`src/rtl/uart_pkg.sv`:
```
// Shared UART definitions: frame FSM states, default timing constants and parity helper.
package uart_pkg;

    typedef enum logic [2:0] {
        StIdle   = 3'd0,
        StStart  = 3'd1,
        StData   = 3'd2,
        StParity = 3'd3,
        StStop   = 3'd4
    } uart_state_e;

    localparam int unsigned OSR_DEFAULT = 16;
    localparam int unsigned FRAME_BITS  = 11;

    function automatic logic even_parity(input logic [7:0] b);
        return ^b;
    endfunction

endpackage

```
`src/rtl/uart_tx_hold.sv`:
```
// One-entry holding register between the byte handshake and the transmit shifter.
module uart_tx_hold #(
    parameter int unsigned Width = 8
) (
    input  logic             tx_clk,
    input  logic             tx_rst_n,
    input  logic             en_i,
    input  logic [Width-1:0] wr_data_i,
    input  logic             wr_valid_i,
    output logic             wr_ready_o,
    input  logic             drain_i,
    output logic [Width-1:0] rd_data_o,
    output logic             rd_full_o
);

    logic             full_q, full_d;
    logic [Width-1:0] data_q, data_d;

    assign wr_ready_o = en_i && !full_q;
    assign rd_data_o  = data_q;
    assign rd_full_o  = full_q;

    always_comb begin
        full_d = full_q;
        data_d = data_q;
        if (!en_i) begin
            full_d = 1'b0;
        end else if (wr_valid_i && wr_ready_o) begin
            full_d = 1'b1;
            data_d = wr_data_i;
        end else if (drain_i) begin
            full_d = 1'b0;
        end
    end

    always_ff @(posedge tx_clk or negedge tx_rst_n) begin
        if (!tx_rst_n) begin
            full_q <= 1'b0;
            data_q <= '0;
        end else begin
            full_q <= full_d;
            data_q <= data_d;
        end
    end

endmodule

```
`src/rtl/uart_tx.sv`:
```
// UART transmitter: start, 8 data bits MSB first, optional even parity, stop; OSR clocks per bit.
module uart_tx
    import uart_pkg::*;
#(
    parameter int unsigned OSR       = OSR_DEFAULT,
    parameter int unsigned DATA_BITS = 8,
    parameter int unsigned PARITY_EN = 1
) (
    input  logic                   tx_clk,
    input  logic                   tx_rst_n,
    input  logic                   tx_en,
    input  logic [DATA_BITS-1:0]   tx_i_data,
    input  logic                   tx_i_data_valid,
    output logic                   tx_o_ready,
    output logic                   o_tx,
    output logic                   tx_o_busy,
    output logic                   tx_o_done,
    output logic [$clog2(OSR)-1:0] count,
    output logic [2:0]             state
);

    localparam int unsigned CW = $clog2(OSR);
    localparam int unsigned BW = $clog2(DATA_BITS);

    uart_state_e          state_q, state_d;
    logic [CW-1:0]        count_q, count_d;
    logic [BW-1:0]        bit_idx_q, bit_idx_d;
    logic [DATA_BITS-1:0] shifter_q, shifter_d;
    logic                 parity_q, parity_d;
    logic                 tx_q, tx_d;
    logic                 drain, load, bit_end;
    logic                 hold_full;
    logic [DATA_BITS-1:0] hold_data;

    uart_tx_hold #(
        .Width (DATA_BITS)
    ) u_hold (
        .tx_clk     (tx_clk),
        .tx_rst_n   (tx_rst_n),
        .en_i       (tx_en),
        .wr_data_i  (tx_i_data),
        .wr_valid_i (tx_i_data_valid),
        .wr_ready_o (tx_o_ready),
        .drain_i    (drain),
        .rd_data_o  (hold_data),
        .rd_full_o  (hold_full)
    );

    assign bit_end = (count_q == CW'(OSR - 1));

    always_comb begin
        state_d   = state_q;
        count_d   = count_q;
        bit_idx_d = bit_idx_q;
        shifter_d = shifter_q;
        parity_d  = parity_q;
        drain     = 1'b0;
        load      = 1'b0;
        if (!tx_en) begin
            state_d   = StIdle;
            count_d   = '0;
            bit_idx_d = '0;
            shifter_d = '0;
            parity_d  = 1'b0;
        end else begin
            if (state_q != StIdle) begin
                count_d = bit_end ? '0 : count_q + 1'b1;
            end
            unique case (state_q)
                StIdle: begin
                    if (hold_full) load = 1'b1;
                end
                StStart: begin
                    if (bit_end) begin
                        state_d   = StData;
                        bit_idx_d = '0;
                    end
                end
                StData: begin
                    if (bit_end) begin
                        shifter_d = shifter_q << 1;
                        bit_idx_d = bit_idx_q + 1'b1;
                        if (bit_idx_q == BW'(DATA_BITS - 1)) begin
                            state_d = (PARITY_EN != 0) ? StParity : StStop;
                        end
                    end
                end
                StParity: begin
                    if (bit_end) state_d = StStop;
                end
                StStop: begin
                    // A pending byte chains straight into the next start bit.
                    if (bit_end) begin
                        if (hold_full) load = 1'b1;
                        else           state_d = StIdle;
                    end
                end
                default: state_d = StIdle;
            endcase
            if (load) begin
                shifter_d = hold_data;
                parity_d  = even_parity(hold_data);
                drain     = 1'b1;
                state_d   = StStart;
                count_d   = '0;
            end
        end
    end

    // Line level follows the next state so o_tx is registered yet changes with the state.
    always_comb begin
        tx_d = 1'b1;
        unique case (state_d)
            StStart:  tx_d = 1'b0;
            StData:   tx_d = shifter_d[DATA_BITS-1];
            StParity: tx_d = parity_d;
            default:  tx_d = 1'b1;
        endcase
    end

    always_ff @(posedge tx_clk or negedge tx_rst_n) begin
        if (!tx_rst_n) begin
            state_q   <= StIdle;
            count_q   <= '0;
            bit_idx_q <= '0;
            shifter_q <= '0;
            parity_q  <= 1'b0;
            tx_q      <= 1'b1;
        end else begin
            state_q   <= state_d;
            count_q   <= count_d;
            bit_idx_q <= bit_idx_d;
            shifter_q <= shifter_d;
            parity_q  <= parity_d;
            tx_q      <= tx_d;
        end
    end

    assign o_tx      = tx_q;
    assign tx_o_busy = (state_q != StIdle);
    assign tx_o_done = (state_q == StStop) && bit_end;
    assign count     = count_q;
    assign state     = state_q;

endmodule

```
`config.mk`:
```
export PLATFORM = sky130hd
export DESIGN_NAME = uart_tx
export DESIGN_NICKNAME = d
export VERILOG_FILES = /design/src/rtl/uart_pkg.sv /design/src/rtl/uart_tx_hold.sv /design/src/rtl/uart_tx.sv
export SDC_FILE = /design/constraint.sdc
export NUM_CORES = 1
export LEC_CHECK = 0
export CAP_MARGIN = 30
export CORE_AREA = 5 5 90 58
export CTS_CLUSTER_SIZE = 30
export DETAILED_ROUTE_END_ITERATION = 6
export DIE_AREA = 0 0 95 63
export SETUP_SLACK_MARGIN = 0.4
export SLEW_MARGIN = 20
export SYNTH_ARGS = -nofsm -noshare
export SYNTH_HDL_FRONTEND = slang
export SYNTH_SLANG_ARGS = --single-unit
```
`constraint.sdc`:
```
create_clock -name tx_clk -period 1.8 [get_ports tx_clk]
set_input_delay 0.36 -clock tx_clk [delete_from_list [all_inputs] [get_ports tx_clk]]
set_output_delay 0.36 -clock tx_clk [all_outputs]
set_load 0.01 [all_outputs]
```
==> results of run 1 <==
-- layout by cell type (no fill, tap or decap), drive strengths merged, types with 2 or more instances in the layout --
master         synthesis  final
buf                    5     54
nand2                 14     14
xnor2                  7      7
dfrtp                 28     28
clkinv                 0      2
a22oi                  2      2
and2                   2      2
and3                   2      2
nand3                  5      5
or3b                   2      2
clkbuf                 4      7
clkdlybuf4s50          0     10
nor3                   5      5
a211oi                 6      6
nor2                  13     13
nand4                  2      2
mux2i                  7      7
ha                     3      3
or3                    2      2
a21oi                  9      9
mux2                   8      8
inv                    7      6
o41ai                  2      2
clkdlybuf4s15          0      2
o21ai                  4      5
-- where the power goes --
part	internal [uW]	switching [uW]
logic	300	238
registers	733	87.5
clock network	267	245
-- critical path, cell delays in order, from the launching register on --
cell	delay [ns]
dfrtp_2	0.43
ha_4	0.17
and3_4	0.16
and3_4	0.15
buf_6	0.11
-- timing repair --
action,in CTS,in global routing
endpoints found under the hold margin,0,0
setup endpoints to repair,30,26
setup buffers,20,7
gates cloned,1,0
pin swaps,17,17
hold buffers,0,0
gates resized for setup,78,32
-- cells in the mapped netlist, types with 3 or more instances --
| cell type | count | area [sq um] |
|---|---|---|
| mux2i_1 | 7 | 70.1 |
| nand2_1 | 14 | 52.6 |
| nor3_1 | 5 | 25.0 |
| xnor2_1 | 7 | 61.3 |
| mux2_2 | 8 | 90.1 |
| a21oi_1 | 9 | 45.0 |
| nor2_1 | 13 | 48.8 |
| o21ai_0 | 3 | 15.0 |
| clkbuf_1 | 4 | 15.0 |
| inv_1 | 7 | 26.3 |
| nand3_1 | 5 | 25.0 |
| dfrtp_1 | 28 | 701 |
| ha_1 | 3 | 37.5 |
| a211oi_1 | 6 | 45.0 |
| buf_2 | 3 | 15.0 |
-- through the flow --
stage,power [uW],hold slack [ns],utilization,std cells
after floorplan,1080,0.0644,-,154
after global placement,1220,0.522,0.458,249
after detailed placement,1240,0.546,0.458,249
after CTS,1840,0.469,0.546,278
after global routing,1970,0.518,0.592,285
final,1870,0.467,0.592,285
-- layout make-up --
class / instances / area (sq um)
clock inverter: 2 / 10.0
fill: 391 / 1790
clock buffer: 6 / 72.6
multi-input combinational: 110 / 1040
sequential: 29 / 734
tap: 63 / 78.8
timing repair buffer: 68 / 623
inverter: 7 / 30.0
-- flip-flops by register name, summed over array words and instances (netlist names) --
name,flops
count,4
bit_idx_q,3
u_hold.rd_full_o,1
parity_q,1
u_hold.rd_data_o,8
shifter_q,8
o_tx,1
state,3
-- cell families (layout without fill, tap and decap cells) --
| kind of cell | after synthesis | count (layout) | synth area share |
|---|---|---|---|
| AOI/OAI and AO/OA | 31 | 32 | 0.137 |
| xor gates and xnor gates | 8 | 8 | 0.0457 |
| adders and majority gates | 3 | 3 | 0.0245 |
| buffers and inverters | 16 | 83 | 0.0490 |
| DFF | 29 | 29 | 0.474 |
| muxes | 15 | 15 | 0.104 |
| and+or+nand+nor | 52 | 52 | 0.165 |
-- worst paths after layout --
| kind | start | depth (start not counted) | end | slack [ns] |
|---|---|---|---|---|
| worst max register to register | state[2]$_DFF_PN0_ | 4 | shifter_q[6]$_DFFE_PN0P_ | 0.17 |
| worst min-delay path | tx_rst_n | 2 | count[1]$_DFFE_PN0P_ | 0.47 |
| worst min register to register | shifter_q[0]$_DFFE_PN0P_ | 2 | shifter_q[0]$_DFFE_PN0P_ | 0.56 |
| worst max-delay path | count[1]$_DFFE_PN0P_ | 4 | tx_o_done | 0.15 |
| max in group asynchronous | tx_rst_n | 2 | o_tx$_DFF_PN1_ | 1.01 |
| min in group tx_clk | shifter_q[0]$_DFFE_PN0P_ | 2 | shifter_q[0]$_DFFE_PN0P_ | 0.56 |
-- routing by layer --
| metal | vias up | global-route usage | share of wire |
|---|---|---|---|
| li1 | 691 | - | - |
| met1 | 722 | 0.212 | 0.46 |
| met2 | 30 | 0.252 | 0.49 |
| met3 | 10 | 0.0421 | 0.041 |
| met4 | 0 | 0.0396 | 0.012 |
| met5 | - | 0 | 0 |
==> impl_metrics.csv, run 1 <==
group,metric,value,unit
worst_setup_path,crit_type,"flip-flop to output port",
floorplanning,start_util,0.350,
worst_setup_path,crit_arrival,1.29,ns
clocking,clk_pin_slew,0.06,ns
logic_synthesis,syn_area_per_cell,9.95,sq um
logic_synthesis,seq_area_frac_synth,0.474,
timing,setup_ws,0.151,ns
clocking,cts_tree,"yes",
routing,firstDrtPassIters,6,
power_and_ir_drop,vdd_drop_max,0.417,mV
layout,num-nets-final,236,
worst_setup_path,path_max_fanout,2,
worst_setup_path,critical_path.endpoint_type,"output port",
floorplanning,dieArea,5990,sq um
logic_synthesis,netlist_instances,154,
logic_synthesis,synth-edff-count,0,
status,outcome,"complete, no violations",
floorplanning,fp-row-count,19,
clocking,cts_inserted_buffers,5,
power_and_ir_drop,p_per_area,723,nW/um^2
routing,drt-total-wl,4.49,mm
logic_synthesis,ys_types,40,
logic_synthesis,async_flop_share,1.00,
logic_synthesis,synthFlopType,"dfrtp_1",
logic_synthesis,syn_area,1530,sq um
timing,skew,0.00278,ns
clocking,htree_levels,2,
timing,relSlewSlack,0.742,
place,io_buffers,22,
global_route,grt_use_total,0.158,
timing,fin_tns_setup,0,ns
worst_hold_path,hp-class,"input port to asynchronous set/reset pin",
clocking,clk-insertion-delay-late,0.28,ns
worst_setup_path,critical_path_required,1.44,ns
timing,drv_slew,0,
timing,tightest_slew,0.387,ns
clocking,cts_sinks,29,
routing,ant_nets,0,
timing,grt_setup_unrepaired,"yes",
layout,area_growth,68.9,%
global_route,grt_overflow,0,
timing,finalSetupViolations,0,
worst_setup_path,start_kind,"flip-flop",
routing,drc,0,
floorplanning,die_w,95,um
job,drv_cap,0,
place,routabilityCongestion,0.839,
routing,wl_per_cell,15.8,um
place,dp_slack,-0.163,ns
floorplanning,io_pins,23,
routing,vias,1453,
logic_synthesis,yosys_warnings,0,
floorplanning,core,4370,sq um
timing,fin_crit_sh,0.916,
global_route,grt_pass1_wl,7.37,mm
timing,hold_viol_final,0,
layout,diodes,0,
clocking,cts_max_path_buffers,2,
layout,drive_gt1_frac,0.536,
clocking,root_buffer,"clkbuf_8",
global_route,first_global_vias,1569,
routing,drt_iter0_markers,46,
global_route,antenna_found_initial,0,
place,place_area,2000,sq um
logic_synthesis,postSynthNetCount,169,
global_route,grt_max_degree,30,
layout,design_area,2590,sq um
floorplanning,fp.dieH,63,um
routing,routed_via_density,5.10,
timing,final.min_clock_period,1.65,ns
power_and_ir_drop,p_leak,0.00110,uW
place,dp_hpwl,2.90,mm
logic_synthesis,ys_ff_latch,29,
timing,fmax,0.606,GHz
No activity file was read; power rests on OpenSTA's default activity.
==> run 2, diff against run 1 <==
- CELL_PAD_IN_SITES_DETAIL_PLACEMENT: unset -> 1
- CELL_PAD_IN_SITES_GLOBAL_PLACEMENT: unset -> 1
- PLACE_DENSITY_LB_ADDON: unset -> 0.1
==> run 2 against run 1 <==
Die area unchanged. Utilization increased by 1.9 points. Register-to-register slack worse by 0.06 ns. Sequential power is essentially flat. Via count up 2.1%. Cell area up 3.3%. Wire length grew 20%. Setup slack got worse by 0.037 ns. Total power is 7.6% higher. Count of clock-buffer cells in the layout increased by 1. Final cell count up 0.70%. Largest power group unchanged.
==> impl_metrics.csv, run 2 (synthesis gave the netlist of run 1 again) <==
group,metric,value,unit
place,routabilityCongestion,0.802,
place,dp_hpwl,3.11,mm
timing,holdWs,0.470,ns
routing,wl_per_cell,18.8,um
clocking,cts_tree,"yes",
worst_setup_path,crit_arrival,1.33,ns
timing,finalSetupViolations,0,
global_route,antenna_found_initial,0,
global_route,grt_use_total,0.184,
floorplanning,start_util,0.350,
layout,diodes,0,
power_and_ir_drop,clockPowerShare,0.272,
timing,final.min_clock_period,1.69,ns
floorplanning,io_pins,23,
floorplanning,core,4370,sq um
layout,final_cell_mix,"25 x buf_4, 22 x dfrtp_1, 18 x buf_6",
floorplanning,fp.dieH,63,um
routing,drt_iter0_markers,33,
power_and_ir_drop,swShare,0.304,
clocking,root_buffer,"clkbuf_8",
floorplanning,fp-row-count,19,
worst_setup_path,start_kind,"flip-flop",
status,outcome,"complete, no violations",
power_and_ir_drop,seqPwrFrac,0.407,
global_route,grt_overflow,0,
floorplanning,dieArea,5990,sq um
routing,drc,0,
power_and_ir_drop,p_leak,0.00115,uW
routing,vias,1483,
place,dp.cells,248,
routing,drt-total-wl,5.41,mm
worst_setup_path,path_delay_family,"flip-flops",
timing,hold_viol_final,0,
clocking,cts_max_path_buffers,2,
worst_setup_path,crit_chain,"buf_4 -> nor2_2 -> and3_4 -> buf_6",
worst_setup_path,critPathBufInv,2,
worst_setup_path,crit_type,"flip-flop to output port",
worst_hold_path,hp-class,"input port to asynchronous set/reset pin",
timing,fin_crit_sh,0.937,
power_and_ir_drop,p_comb_frac,0.321,
timing,skew,0.00872,ns
timing,tightest_slew,0.389,ns
timing,fmax,0.593,GHz
worst_setup_path,slowest_delay,0.46,ns
floorplanning,die_w,95,um
power_and_ir_drop,p_int,1400,uW
clocking,cts_inserted_buffers,5,
timing,relSlewSlack,0.741,
layout,drive_gt1_frac,0.567,
place,io_buffers,22,
worst_setup_path,critical_path_required,1.44,ns
timing,fin_tns_setup,0,ns
clocking,cts_sinks,29,
global_route,grt_pass1_wl,8.47,mm
routing,ant_nets,0,
clocking,clk-insertion-delay-late,0.28,ns
worst_setup_path,critical_path.endpoint_type,"output port",
worst_setup_path,path_max_fanout,5,
layout,final_common_cell,"buf_4",
layout,area_growth,74.4,%
job,drv_cap,0,
layout,final_cells,287,
timing,grt_setup_unrepaired,"yes",
worst_setup_path,critPathSlowestCell,"dfrtp_2",
clocking,htree_levels,2,
layout,num-nets-final,239,
power_and_ir_drop,switchingPower,611,uW
clocking,clk_pin_slew,0.07,ns
power_and_ir_drop,vdd_drop_max,0.563,mV
global_route,grt_max_degree,30,
routing,firstDrtPassIters,4,
layout,utilization,0.611,
global_route,first_global_vias,1622,
routing,routed_via_density,5.17,
power_and_ir_drop,p_per_area,753,nW/um^2
timing,drv_slew,0,
==> run 2: cell count changes in the layout (fill, tap and decap cells not counted), moves of 3 or more <==
| cell | change |
|---|---|
| nor2_1 | +4 |
| buf_4 | -4 |
| nor3_2 | +3 |
| nor3_1 | -3 |
| buf_12 | +4 |
| nor2_2 | -3 |
==> run 2: through the flow <==
stage | setup slack, ns | power [uW] | area (sq um)
finish | 0.114 | 2010 | 2670
detailed placement | -0.132 | 1250 | 2010
CTS | 0.0986 | 1930 | 2480
global route | 0.0400 | 2110 | 2670
global placement | -0.129 | 1230 | 2010
floorplan | 0.220 | 1080 | 1630
==> run 2: cell type report <==
cell class / instances / area, sq um
Fill cell: 478 / 1700
Multi-Input combinational cell: 110 / 1020
Sequential cell: 29 / 734
Timing Repair Buffer: 71 / 719
Clock buffer: 7 / 86.3
Tap cell: 63 / 78.8
Inverter: 7 / 30.0
==> run 2: metal layers <==
metal	GRT usage	share of wire	up-vias	wire length, um
li1	-	-	694	-
met1	0.256	0.45	760	2440
met2	0.291	0.51	23	2750
met3	0.0373	0.030	6	163
met4	0.0432	0.011	0	58
met5	0	0	-	0
==> run 2: final timing paths <==
kind                                     from                  endpoint  slack, ns  cells after the start
setup / recovery           state[1]$_DFF_PN0_                 tx_o_done       0.11                      4
hold / removal                       tx_rst_n  bit_idx_q[1]$_DFFE_PN0P_       0.47                      2
setup reg to reg           state[0]$_DFF_PN0_  shifter_q[3]$_DFFE_PN0P_       0.11                      9
hold reg to reg            parity_q$_DFF_PN0_            o_tx$_DFF_PN1_       0.56                      2
max in group asynchronous            tx_rst_n            o_tx$_DFF_PN1_       1.01                      2
min in group tx_clk        parity_q$_DFF_PN0_            o_tx$_DFF_PN1_       0.56                      2
==> run 2: what timing repair did <==
item,CTS,global route
pin swaps,17,21
setup endpoints to repair,30,29
hold buffers,0,0
buffers inserted,22,8
gates resized for setup,79,38
gates cloned,2,0
==> run 2: power by group through the flow <==
stage	Sequential [uW]	Clock (uW)	Combinational [uW]
final	819	547	647
after global routing	825	592	696
after CTS	811	558	557
after detailed placement	821	0	424
after global placement	819	0	411
after floorplan	800	0	280
==> run 2: worst register-to-register path: stages, from the launching register on <==
cell      delay [ns]
dfrtp_2         0.46
buf_6           0.14
buf_6           0.11
nor3b_4         0.18
buf_6           0.15
o21ai_4         0.07
buf_4           0.14
buf_12          0.12
nor2_1          0.12
a211oi_2        0.06
